File: src/rtl/i2c_poll_sched.sv
// Round-robin poller that shares one 2-byte I2C read engine across NUM_SLOTS sensors,
// keeping the last good sample per slot and recovering the engine when it hangs.
module i2c_poll_sched #(
  parameter int NUM_SLOTS = 4,
  parameter int PERIOD    = 100000,
  parameter int GO_HOLD   = 4,
  parameter int TIMEOUT   = 4096,
  parameter int CNT_W     = 24
) (
  input  logic                   CLK,
  input  logic                   RESET_N,
  input  logic                   ENABLE,
  input  logic [NUM_SLOTS-1:0]   SLOT_MASK,
  input  logic [8*NUM_SLOTS-1:0] ADDR_TABLE,
  input  logic [7:0]             END_BYTE_CFG,
  output logic                   I2C_GO,
  output logic [7:0]             I2C_SLAVE_ADDRESS,
  output logic [7:0]             I2C_END_BYTE,
  output logic                   I2C_RST_N,
  input  logic                   I2C_END_OK,
  input  logic                   I2C_ACK_OK,
  input  logic [15:0]            I2C_DATA16,
  output logic [16*NUM_SLOTS-1:0] SAMPLE_DATA,
  output logic [NUM_SLOTS-1:0]   SAMPLE_VALID,
  output logic [NUM_SLOTS-1:0]   SAMPLE_ERR,
  output logic                   NEW_SAMPLE,
  output logic [2:0]             NEW_SLOT,
  output logic                   BUSY,
  output logic                   OVERRUN
);

  localparam int SW = (NUM_SLOTS > 1) ? $clog2(NUM_SLOTS) : 1;

  typedef enum logic [2:0] {
    IDLE, SELECT, GO_HI, WAIT_START, WAIT_DONE, CAPTURE, RECOVER, NEXT
  } state_t;

  state_t                 state_q, state_d;
  logic [CNT_W-1:0]       periodCnt_q, periodCnt_d;
  logic [CNT_W-1:0]       cnt_q, cnt_d;
  logic [2:0]             ptr_q, ptr_d;
  logic                   pending_q, pending_d;
  logic                   ackSticky_q, ackSticky_d;
  logic                   endOkPrev_q;
  logic                   tick;
  logic [3:0]             sel;
  logic [SW-1:0]          slotIdx;

  logic                   go_q, rstN_q, busy_q, overrun_q, newSample_q;
  logic [2:0]             newSlot_q;
  logic [7:0]             addr_q, endByte_q;
  logic [16*NUM_SLOTS-1:0] data_q;
  logic [NUM_SLOTS-1:0]   valid_q, err_q;

  // Returns {found, index} of the lowest set mask bit strictly above 'above'.
  function automatic logic [3:0] nextSet(input logic [NUM_SLOTS-1:0] mask, input int above);
    nextSet = 4'b0;
    for (int i = NUM_SLOTS - 1; i >= 0; i--)
      if (mask[i] && i > above) nextSet = {1'b1, 3'(i)};
  endfunction

  assign slotIdx = ptr_q[SW-1:0];
  assign tick    = ENABLE && (periodCnt_q == CNT_W'(PERIOD - 1));

  always_comb begin
    periodCnt_d = '0;
    if (ENABLE && !tick) periodCnt_d = periodCnt_q + 1'b1;
  end

  always_comb begin
    state_d     = state_q;
    ptr_d       = ptr_q;
    cnt_d       = cnt_q;
    ackSticky_d = ackSticky_q;
    pending_d   = pending_q;
    sel         = 4'b0;
    if (tick && state_q != IDLE) pending_d = 1'b1;
    case (state_q)
      IDLE: begin
        if (tick || (pending_q && ENABLE)) begin
          pending_d = 1'b0;
          if (SLOT_MASK != '0) begin
            sel     = nextSet(SLOT_MASK, -1);
            ptr_d   = sel[2:0];
            state_d = SELECT;
          end
        end
      end
      SELECT: begin
        ackSticky_d = 1'b0;
        cnt_d       = '0;
        state_d     = GO_HI;
      end
      GO_HI: begin
        if (cnt_q == CNT_W'(GO_HOLD - 1)) begin
          cnt_d   = '0;
          state_d = WAIT_START;
        end else begin
          cnt_d = cnt_q + 1'b1;
        end
      end
      WAIT_START, WAIT_DONE: begin
        // The engine drops ACK_OK in the END_OK rise clock, so that clock is not sampled.
        if (state_q == WAIT_DONE && I2C_END_OK && !endOkPrev_q) begin
          state_d = CAPTURE;
        end else if (cnt_q == CNT_W'(TIMEOUT - 1)) begin
          cnt_d   = '0;
          state_d = RECOVER;
        end else begin
          cnt_d = cnt_q + 1'b1;
          if (state_q == WAIT_START && !I2C_END_OK) state_d = WAIT_DONE;
          if (state_q == WAIT_DONE && I2C_ACK_OK) ackSticky_d = 1'b1;
        end
      end
      CAPTURE: state_d = NEXT;
      RECOVER: begin
        if (cnt_q == CNT_W'(2)) state_d = NEXT;
        else cnt_d = cnt_q + 1'b1;
      end
      NEXT: begin
        state_d = IDLE;
        if (ENABLE) begin
          sel = nextSet(SLOT_MASK, int'(ptr_q));
          if (sel[3]) begin
            ptr_d   = sel[2:0];
            state_d = SELECT;
          end
        end
      end
      default: state_d = IDLE;
    endcase
    if (!ENABLE) pending_d = 1'b0;
  end

  // Outputs are registered from the next-state decode so they change cleanly with the state.
  always_ff @(posedge CLK or negedge RESET_N) begin
    if (!RESET_N) begin
      state_q     <= IDLE;
      periodCnt_q <= '0;
      cnt_q       <= '0;
      ptr_q       <= '0;
      pending_q   <= 1'b0;
      ackSticky_q <= 1'b0;
      endOkPrev_q <= 1'b1;
      go_q        <= 1'b0;
      rstN_q      <= 1'b1;
      busy_q      <= 1'b0;
      overrun_q   <= 1'b0;
      newSample_q <= 1'b0;
      newSlot_q   <= '0;
      addr_q      <= '0;
      endByte_q   <= '0;
      data_q      <= '0;
      valid_q     <= '0;
      err_q       <= '0;
    end else begin
      state_q     <= state_d;
      periodCnt_q <= periodCnt_d;
      cnt_q       <= cnt_d;
      ptr_q       <= ptr_d;
      pending_q   <= pending_d;
      ackSticky_q <= ackSticky_d;
      endOkPrev_q <= I2C_END_OK;
      go_q        <= (state_d == GO_HI);
      rstN_q      <= !(state_d == RECOVER && cnt_d < CNT_W'(2));
      busy_q      <= !(state_d inside {IDLE, NEXT});
      overrun_q   <= tick && (state_q != IDLE);
      newSample_q <= 1'b0;
      if (state_q == SELECT) begin
        addr_q    <= ADDR_TABLE[8*slotIdx +: 8];
        endByte_q <= END_BYTE_CFG;
      end
      if (state_q == CAPTURE) begin
        newSample_q <= 1'b1;
        newSlot_q   <= ptr_q;
        if (ackSticky_q) begin
          data_q[16*slotIdx +: 16] <= I2C_DATA16;
          valid_q[slotIdx]         <= 1'b1;
          err_q[slotIdx]           <= 1'b0;
        end else begin
          err_q[slotIdx] <= 1'b1;
        end
      end
      if (state_q inside {WAIT_START, WAIT_DONE} && state_d == RECOVER) begin
        newSample_q    <= 1'b1;
        newSlot_q      <= ptr_q;
        err_q[slotIdx] <= 1'b1;
      end
    end
  end

  assign I2C_GO            = go_q;
  assign I2C_RST_N         = rstN_q;
  assign I2C_SLAVE_ADDRESS = addr_q;
  assign I2C_END_BYTE      = endByte_q;
  assign SAMPLE_DATA       = data_q;
  assign SAMPLE_VALID      = valid_q;
  assign SAMPLE_ERR        = err_q;
  assign NEW_SAMPLE        = newSample_q;
  assign NEW_SLOT          = newSlot_q;
  assign BUSY              = busy_q;
  assign OVERRUN           = overrun_q;

endmodule

File: config.mk
export PLATFORM = sky130hd
export DESIGN_NAME = i2c_poll_sched
export DESIGN_NICKNAME = d
export VERILOG_FILES = /design/src/rtl/i2c_poll_sched.sv
export SDC_FILE = /design/constraint.sdc
export NUM_CORES = 1
export LEC_CHECK = 0
export ABC_CLOCK_PERIOD_IN_PS = 5100
export CAP_MARGIN = 20
export CORE_AREA = 2 2 120 122
export CTS_BUF_LIST = sky130_fd_sc_hd__clkbuf_2
export CTS_CLUSTER_DIAMETER = 120
export CTS_CLUSTER_SIZE = 16
export DETAILED_ROUTE_END_ITERATION = 10
export DIE_AREA = 0 0 122 124
export DONT_BUFFER_PORTS = 1
export HOLD_SLACK_MARGIN = 0.06
export PLACE_DENSITY = 0.69
export SLEW_MARGIN = 10
export SYNTH_ARGS = -nofsm -noshare
export SYNTH_HDL_FRONTEND = slang
export SYNTH_SLANG_ARGS = --single-unit
File: constraint.sdc
create_clock -name CLK -period 5.1 [get_ports CLK]
set_clock_uncertainty 0.2 [all_clocks]
set_input_delay 0.765 -clock CLK [delete_from_list [all_inputs] [get_ports CLK]]
set_output_delay 0.765 -clock CLK [all_outputs]
set_load 0.05 [all_outputs]
==> out/metrics.yaml, run 1 <==
timing.setup.critical_path_class: "flop to flop"
synth_edf_count: 0
synth_xor_area_share_pct: 2.82
synthArstFlopShare_pct: 100
post_cts_buffers: 0
n_fill_cell: 1195
slew_violations: 0
synthAdderAreaFrac_pct: 1.85
grt_pass1_wl_mm: 30.2
grtUsageTotal_pct: 25.8
clk_pin_slew_ns: 0.26
hp-class: "primary input to flop"
final_cell_area_sq_mm: 0.00818
synth-simple-area-share_pct: 22.7
synth_area_sq_mm: 0.00746
antenna_left: 0
diodes: 0
h-tree-depth: 4
maxCapViolCount: 0
whs_path_depth: 3
synth_top_family_by_area: "simple AND/OR/NAND/NOR gates"
antenna_found_initial: 0
min_period_ns: 3.71
grt_pass1_vias: 5849
row_count: 43
dp_cells: 928
power_density_mw_per_mm2: 465
synth_top_cell_by_area: "dfrtp_1"
die-area_sq_mm: 0.0151
hold_start: "I2C_END_OK"
avgRoutedWirePerCell_um: 19.2
start_util_pct: 54.4
syn2layout_area_growth_pct: 9.68
core_area_sq_mm: 0.0137
synth_compound_gate_area_share_pct: 13.4
critPathMaxFanout: 14
r2r_cells: 9
hpwl_mm: 13.2
peakVddDrop_mv: 0.377
fin_ws_ns: 1.39
nNetsFinal: 876
end_kind: "flop"
fp.dieW_um: 122
synth-main-ff-cell: "dfrtp_1"
max_freq_ghz: 0.270
clockBufferDepth: 2
vias_per_cell: 5.97
fin_crit_sh_pct: 72.6
cts_buffers: 17
synthTopCellsByCount: "nand2_1, dfrtp_1, o21ai_0"
post-place-ws_ns: 1.43
crit-reg2reg-launch: "cnt_q[1]"
slew_headroom_pct: 26.4
place.gp.congestion: 0.931
die_y_um: 124
io_buffers: 0
clkLatencyLatePin_ns: 0.76
rsz0062_at_grt: "false"
syn-num-nets: 862
yosysMostFrequentCell: "nand2_1"
synth_top_area_share_pct: 50.0
dr_total_vias: 5928
hold_end: "state_q[2]"
drive_gt1_share_pct: 10.8
netlist_instances: 786
ys_seq_area_share_pct: 50.7
placedInstanceArea_sq_mm: 0.00754
cts-root-buf: "clkbuf_2"
tightest_slew_ns: 1.10
routed_wl_mm: 19.1
synth_cell_types: 67
overflow: 0
synth_mux_area_share_pct: 5.12
cts.sinks: 151
dr.pass1.iters: 6
hold_violations: 0
drt_iter0_markers: 503
drc_errors: 0
synth.avg_cell_area_sq_um: 9.49
cp.required_ns: 5.62
grt_max_degree: 152
setup_violations: 0
fin_cells: 993
synth-seq-cells: 151
outcome: "finished clean"
synth_area_leaders: "dfrtp_1, nand2_1, o21ai_0, mux2_2, mux4_2"
num_io_pins: 161
p_leak_nw: 3.67
cts_resized: 0
start_kind: "flop"
ys_warn_count: 0
critPathArrivalTime_ns: 4.22
cts_tree: "yes"
tns_ns: 0
timing.rr.end: "I2C_RST_N"
reg2reg_setup_slack_ns: 1.39
## where the power goes
group	total [mW]	internal, mW	switching (mW)
combinational	0.926	0.346	0.581
clock	0.795	0.297	0.498
sequential	2.08	1.38	0.703
total	3.80	2.02	1.78
## layout by cell type (no fill, tap or decap), types with 4 or more instances in the layout
| master | synthesis | routed |
|---|---|---|
| nand2_1 | 172 | 172 |
| dfrtp_1 | 149 | 149 |
| o21ai_0 | 95 | 95 |
| nor2_1 | 41 | 41 |
| dlygate4sd3_1 | 0 | 31 |
| a21oi_1 | 26 | 26 |
| nand3_1 | 20 | 20 |
| inv_1 | 19 | 19 |
| mux2_2 | 17 | 17 |
| clkbuf_2 | 0 | 17 |
| xor2_1 | 16 | 16 |
| nand4_1 | 13 | 13 |
| nor4_1 | 12 | 12 |
| and3_1 | 11 | 11 |
| ha_1 | 11 | 11 |
| nor3_1 | 10 | 9 |
| nand2b_1 | 8 | 8 |
| and2_1 | 8 | 8 |
| xnor2_1 | 8 | 8 |
| mux4_2 | 8 | 8 |
| or3_1 | 7 | 7 |
| nor2b_1 | 7 | 7 |
| o31ai_1 | 7 | 7 |
| or4_1 | 6 | 6 |
| or2_2 | 5 | 5 |
| inv_6 | 0 | 5 |
| a211oi_1 | 4 | 4 |
| a221o_1 | 4 | 4 |
| o21ai_1 | 4 | 4 |
| a21o_1 | 4 | 4 |
| nor3b_2 | 0 | 4 |
## layer usage
layer | share of wire (%) | GRT usage [%] | vias up
met5 | 0 | 0 | -
met1 | 41 | 33.0 | 2883
met4 | 2.3 | 10.2 | 0
met3 | 7.5 | 6.50 | 39
li1 | - | - | 2757
met2 | 49 | 42.4 | 249
## worst max-delay path by stage
| stage | from | endpoint | slack, ns |
|---|---|---|---|
| final | cnt_q[1] | I2C_RST_N | 1.39 |
| after global routing | ptr_q[0] | SAMPLE_ERR[1] | 1.13 |
| after CTS | cnt_q[1] | I2C_RST_N | 1.40 |
| after detailed placement | cnt_q[1] | I2C_RST_N | 1.43 |
| after global placement | ptr_q[0] | SAMPLE_ERR[2] | 1.48 |
| after floorplan | cnt_q[1] | I2C_RST_N | 2.14 |
## through the flow
stage	hold slack (ns)	utilization, %	total power [mW]
after detailed placement	0.277	55.0	2.95
after floorplan	0.247	-	2.74
after CTS	0.0781	59.6	3.81
final	0.139	59.6	3.80
after global routing	0.0735	59.6	3.99
after global placement	0.269	55.0	2.94
## registers in the layout, indices dropped and copies added, names as in the netlist
name               flops
pending_q              1
cnt_q                 24
SAMPLE_DATA           64
ackSticky_q            1
ptr_q                  2
SAMPLE_ERR             4
endOkPrev_q            1
NEW_SLOT               2
NEW_SAMPLE             1
SAMPLE_VALID           4
I2C_RST_N              1
I2C_GO                 1
OVERRUN                1
state_q                3
I2C_SLAVE_ADDRESS      8
periodCnt_q           24
I2C_END_BYTE           8
BUSY                   1
## final cells by class
class	instances	area (sq um)	share of cell area (%)
clock buffers	17	85.1	1.04
clock inverters	15	208	2.54
inverters	20	75.1	0.918
multi-input cells	575	3450	42.1
flip-flops and latches	151	3780	46.2
well taps	180	225	2.75
repair buffers	35	360	4.40
## critical path, stage by stage (launching register included)
cell	delay [ns]
dfrtp_1	0.48
ha_1	0.32
nand4_1	0.22
or3_1	0.53
o21ai_4	0.43
nand2_2	0.27
a221o_1	0.42
or4_1	0.49
nor4_2	0.20
nand4_1	0.12
## repair_timing
action	CTS	global route
hold buffers	32	0
endpoints found under the hold margin	229	0
setup endpoints to repair	0	0
## kinds of logic after synthesis
family / count (synthesis)
simple gates: 345
compound gates: 168
flops: 151
buf+inv: 60
mux: 26
xor+xnor: 24
fa+ha+maj: 11
other cells: 1
Note: power is estimated with default switching activity, not from simulation.
==> inputs of run 2 (changes only) <==
--- a/config.mk
+++ b/config.mk
@@ -5,7 +5,7 @@
 export SDC_FILE = /design/constraint.sdc
 export NUM_CORES = 1
 export LEC_CHECK = 0
-export ABC_CLOCK_PERIOD_IN_PS = 5100
+export ABC_CLOCK_PERIOD_IN_PS = 3600
 export CAP_MARGIN = 20
 export CORE_AREA = 2 2 120 122
 export CTS_BUF_LIST = sky130_fd_sc_hd__clkbuf_2
==> constraint.sdc (replaced) <==
create_clock -name CLK -period 3.6 [get_ports CLK]
set_clock_uncertainty 0.2 [all_clocks]
set_input_delay 0.54 -clock CLK [delete_from_list [all_inputs] [get_ports CLK]]
set_output_delay 0.54 -clock CLK [all_outputs]
set_load 0.05 [all_outputs]
==> run 2 against run 1 <==
The run now ends with hold timing left. First-iteration DRC count increased by 10%. Sequential cell count unchanged. Hold slack got worse by 0.88 ns. Count of clock-buffer cells in the layout increased by 1. Sequential share of layout area decreased by 1.2 points. Setup slack got worse by 1.0 ns. Core utilization increased by 1.6 points. Power increased by 39%. Register-to-register slack got worse by 1.0 ns. Critical endpoint unchanged.
==> out/metrics.yaml, run 2 (same netlist as run 1, synthesis figures left out) <==
h-tree-depth: 4  # unchanged
slowest_stage: "or3_1"
cts-root-buf: "clkbuf_2"
rsz0062_at_grt: "false"
cp.required_ns: 4.06  # -1.56 ns
switching_share_pct: 46.6  # -0.23 points
diodes: 0  # unchanged
fin_crit_sh_pct: 90.3  # +18 points
antenna_found_initial: 0  # unchanged
outcome: "complete, but fails checks"
layout_common_cells: "nand2_1, dfrtp_1, o21ai_0"
dr_total_vias: 6147  # +3.7%
post_cts_buffers: 0  # unchanged
hold_buffers: 48  # +50%
fp.dieW_um: 122  # unchanged
io_buffers: 0  # unchanged
post-route-util_pct: 61.2  # +1.6 points
drive_gt1_share_pct: 12.5  # +1.6 points
layout_commonest_cell: "nand2_1"
path_delay_family: "simple AND/OR/NAND/NOR gates"
cts.sinks: 151  # unchanged
die_y_um: 124  # unchanged
cts_resized: 0  # unchanged
critPathMostFrequentCell: "nand4_1"
cp_slowest_stage_delay_ns: 0.54  # about the same
tns_ns: 0  # unchanged
start_util_pct: 54.4  # unchanged
critPathMaxFanout: 13  # -1
p_sw_mw: 2.46  # +38%
nNetsFinal: 913  # +4.2%
grt_max_degree: 152  # unchanged
violations: "hold timing"
drt_iter0_markers: 554  # +10%
post-place-ws_ns: 0.407  # -1.02 ns
avgRoutedWirePerCell_um: 18.9  # -1.8%
critPathBufInv: 1  # +1
place.gp.congestion: 0.974  # +4.6%
end_kind: "flop"
holdWs_ns: -0.739  # -0.878 ns
cp_cell_sequence: "ha_1 > nand4_1 > or3_1 > o21ai_4 > buf_4 > a211oi_1 > a221o_1 > or4_1 > nor4_2 > nand4_1"
cts_tree: "yes"
cts_buffers: 17  # unchanged
seq_power_share_pct: 55.6  # +0.9 points
die-area_sq_mm: 0.0151  # unchanged
p_leak_nw: 3.80  # +3.5%
drc_errors: 0  # unchanged
clkPwrFrac_pct: 17.1  # -3.8 points
num_io_pins: 161  # unchanged
grt_pass1_wl_mm: 30.0  # -0.50%
peakVddDrop_mv: 0.542  # +44%
routed_wl_mm: 19.5  # +1.9%
critPathArrivalTime_ns: 3.71  # -0.51 ns
setup_violations: 0  # unchanged
min_period_ns: 3.25  # -0.453 ns
row_count: 43  # unchanged
fin_ws_ns: 0.348  # -1.05 ns
slew_violations: 0  # unchanged
clk_pin_slew_ns: 0.23  # -0.03 ns
n_fill_cell: 1149  # -3.8%
vias_per_cell: 5.97  # about the same
maxCapViolCount: 0  # unchanged
intPower_mw: 2.81  # +39%
core_area_sq_mm: 0.0137  # unchanged
largest_register_ffs: 64  # unchanged
clockBufferDepth: 2  # unchanged
hpwl_mm: 13.5  # +2.5%
p_comb_share_pct: 27.3  # +2.9 points
clkLatencyLatePin_ns: 0.74  # -0.02 ns
grtUsageTotal_pct: 25.7  # -0.087 points
tightest_slew_ns: 0.989  # -0.110 ns
hold_violations: 151  # +151
antenna_left: 0  # unchanged
power_density_mw_per_mm2: 628  # +35%
timing.setup.critical_path_class: "flop to flop"
overflow: 0  # unchanged
syn2layout_area_growth_pct: 12.6
max_freq_ghz: 0.308  # +14%
start_kind: "flop"
dr.pass1.iters: 5  # -1
hp-class: "primary input to async pin"
slew_headroom_pct: 33.7  # +7.3 points
grt_pass1_vias: 5910  # +1.0%
## run 2: changes by cell type in the layout (fill, tap and decap cells not counted), moves of 2 or more
cell	change
clkinv_2	+2
bufinv_16	-2
buf_4	+21
inv_8	-3
dlygate4sd3_1	+17
clkinv_1	+2
## run 2: path summary, 6_finish.rpt
check	startpoint	endpoint	slack, ns	cells after the start
min in group CLK	ENABLE	state_q[0]	0.18	5
max in group asynchronous	RESET_N	endOkPrev_q	3.64	0
worst max-delay path	cnt_q[1]	I2C_RST_N	0.35	10
worst min register to register	periodCnt_q[0]	periodCnt_q[0]	0.29	1
worst max register to register	cnt_q[1]	I2C_RST_N	0.35	10
worst min-delay path	RESET_N	cnt_q[5]	-0.74	0
## run 2: per-stage QoR
step,total power [mW],cell area (sq um),instances
global route,5.53,8400,1030
floorplan,3.88,7460,786
global placement,4.30,7700,949
CTS,5.25,8390,1029
detailed placement,4.31,7700,949
finish,5.27,8400,1030
## run 2: area by class of cell
type | instances | area (sq um) | share of cell area [%]
sequential | 151 | 3780 | 45.0
multi-input combinational | 575 | 3450 | 41.0
timing repair buffer | 72 | 661 | 7.86
tap | 180 | 225 | 2.68
clock inverter | 14 | 123 | 1.46
clock buffer | 18 | 90.1 | 1.07
inverter | 20 | 75.1 | 0.894
## run 2: per-layer routing
layer  wire length, um  part of all wire (%)  up-vias  track usage (%)
met5                 0                     0        -                0
met4               526                   2.7        0             8.84
met3              1820                   9.3       56             8.93
met2              9370                    48      263             41.1
met1              7770                    40     2983             32.8
li1                  -                     -     2845                -
## run 2: power groups by stage
stage | logic (mW) | clock network, mW | registers [mW]
finish | 1.44 | 0.903 | 2.93
global route | 1.57 | 0.992 | 2.97
global placement | 1.35 | 0 | 2.95
detailed placement | 1.35 | 0 | 2.96
floorplan | 1.03 | 0 | 2.86
CTS | 1.41 | 0.913 | 2.93
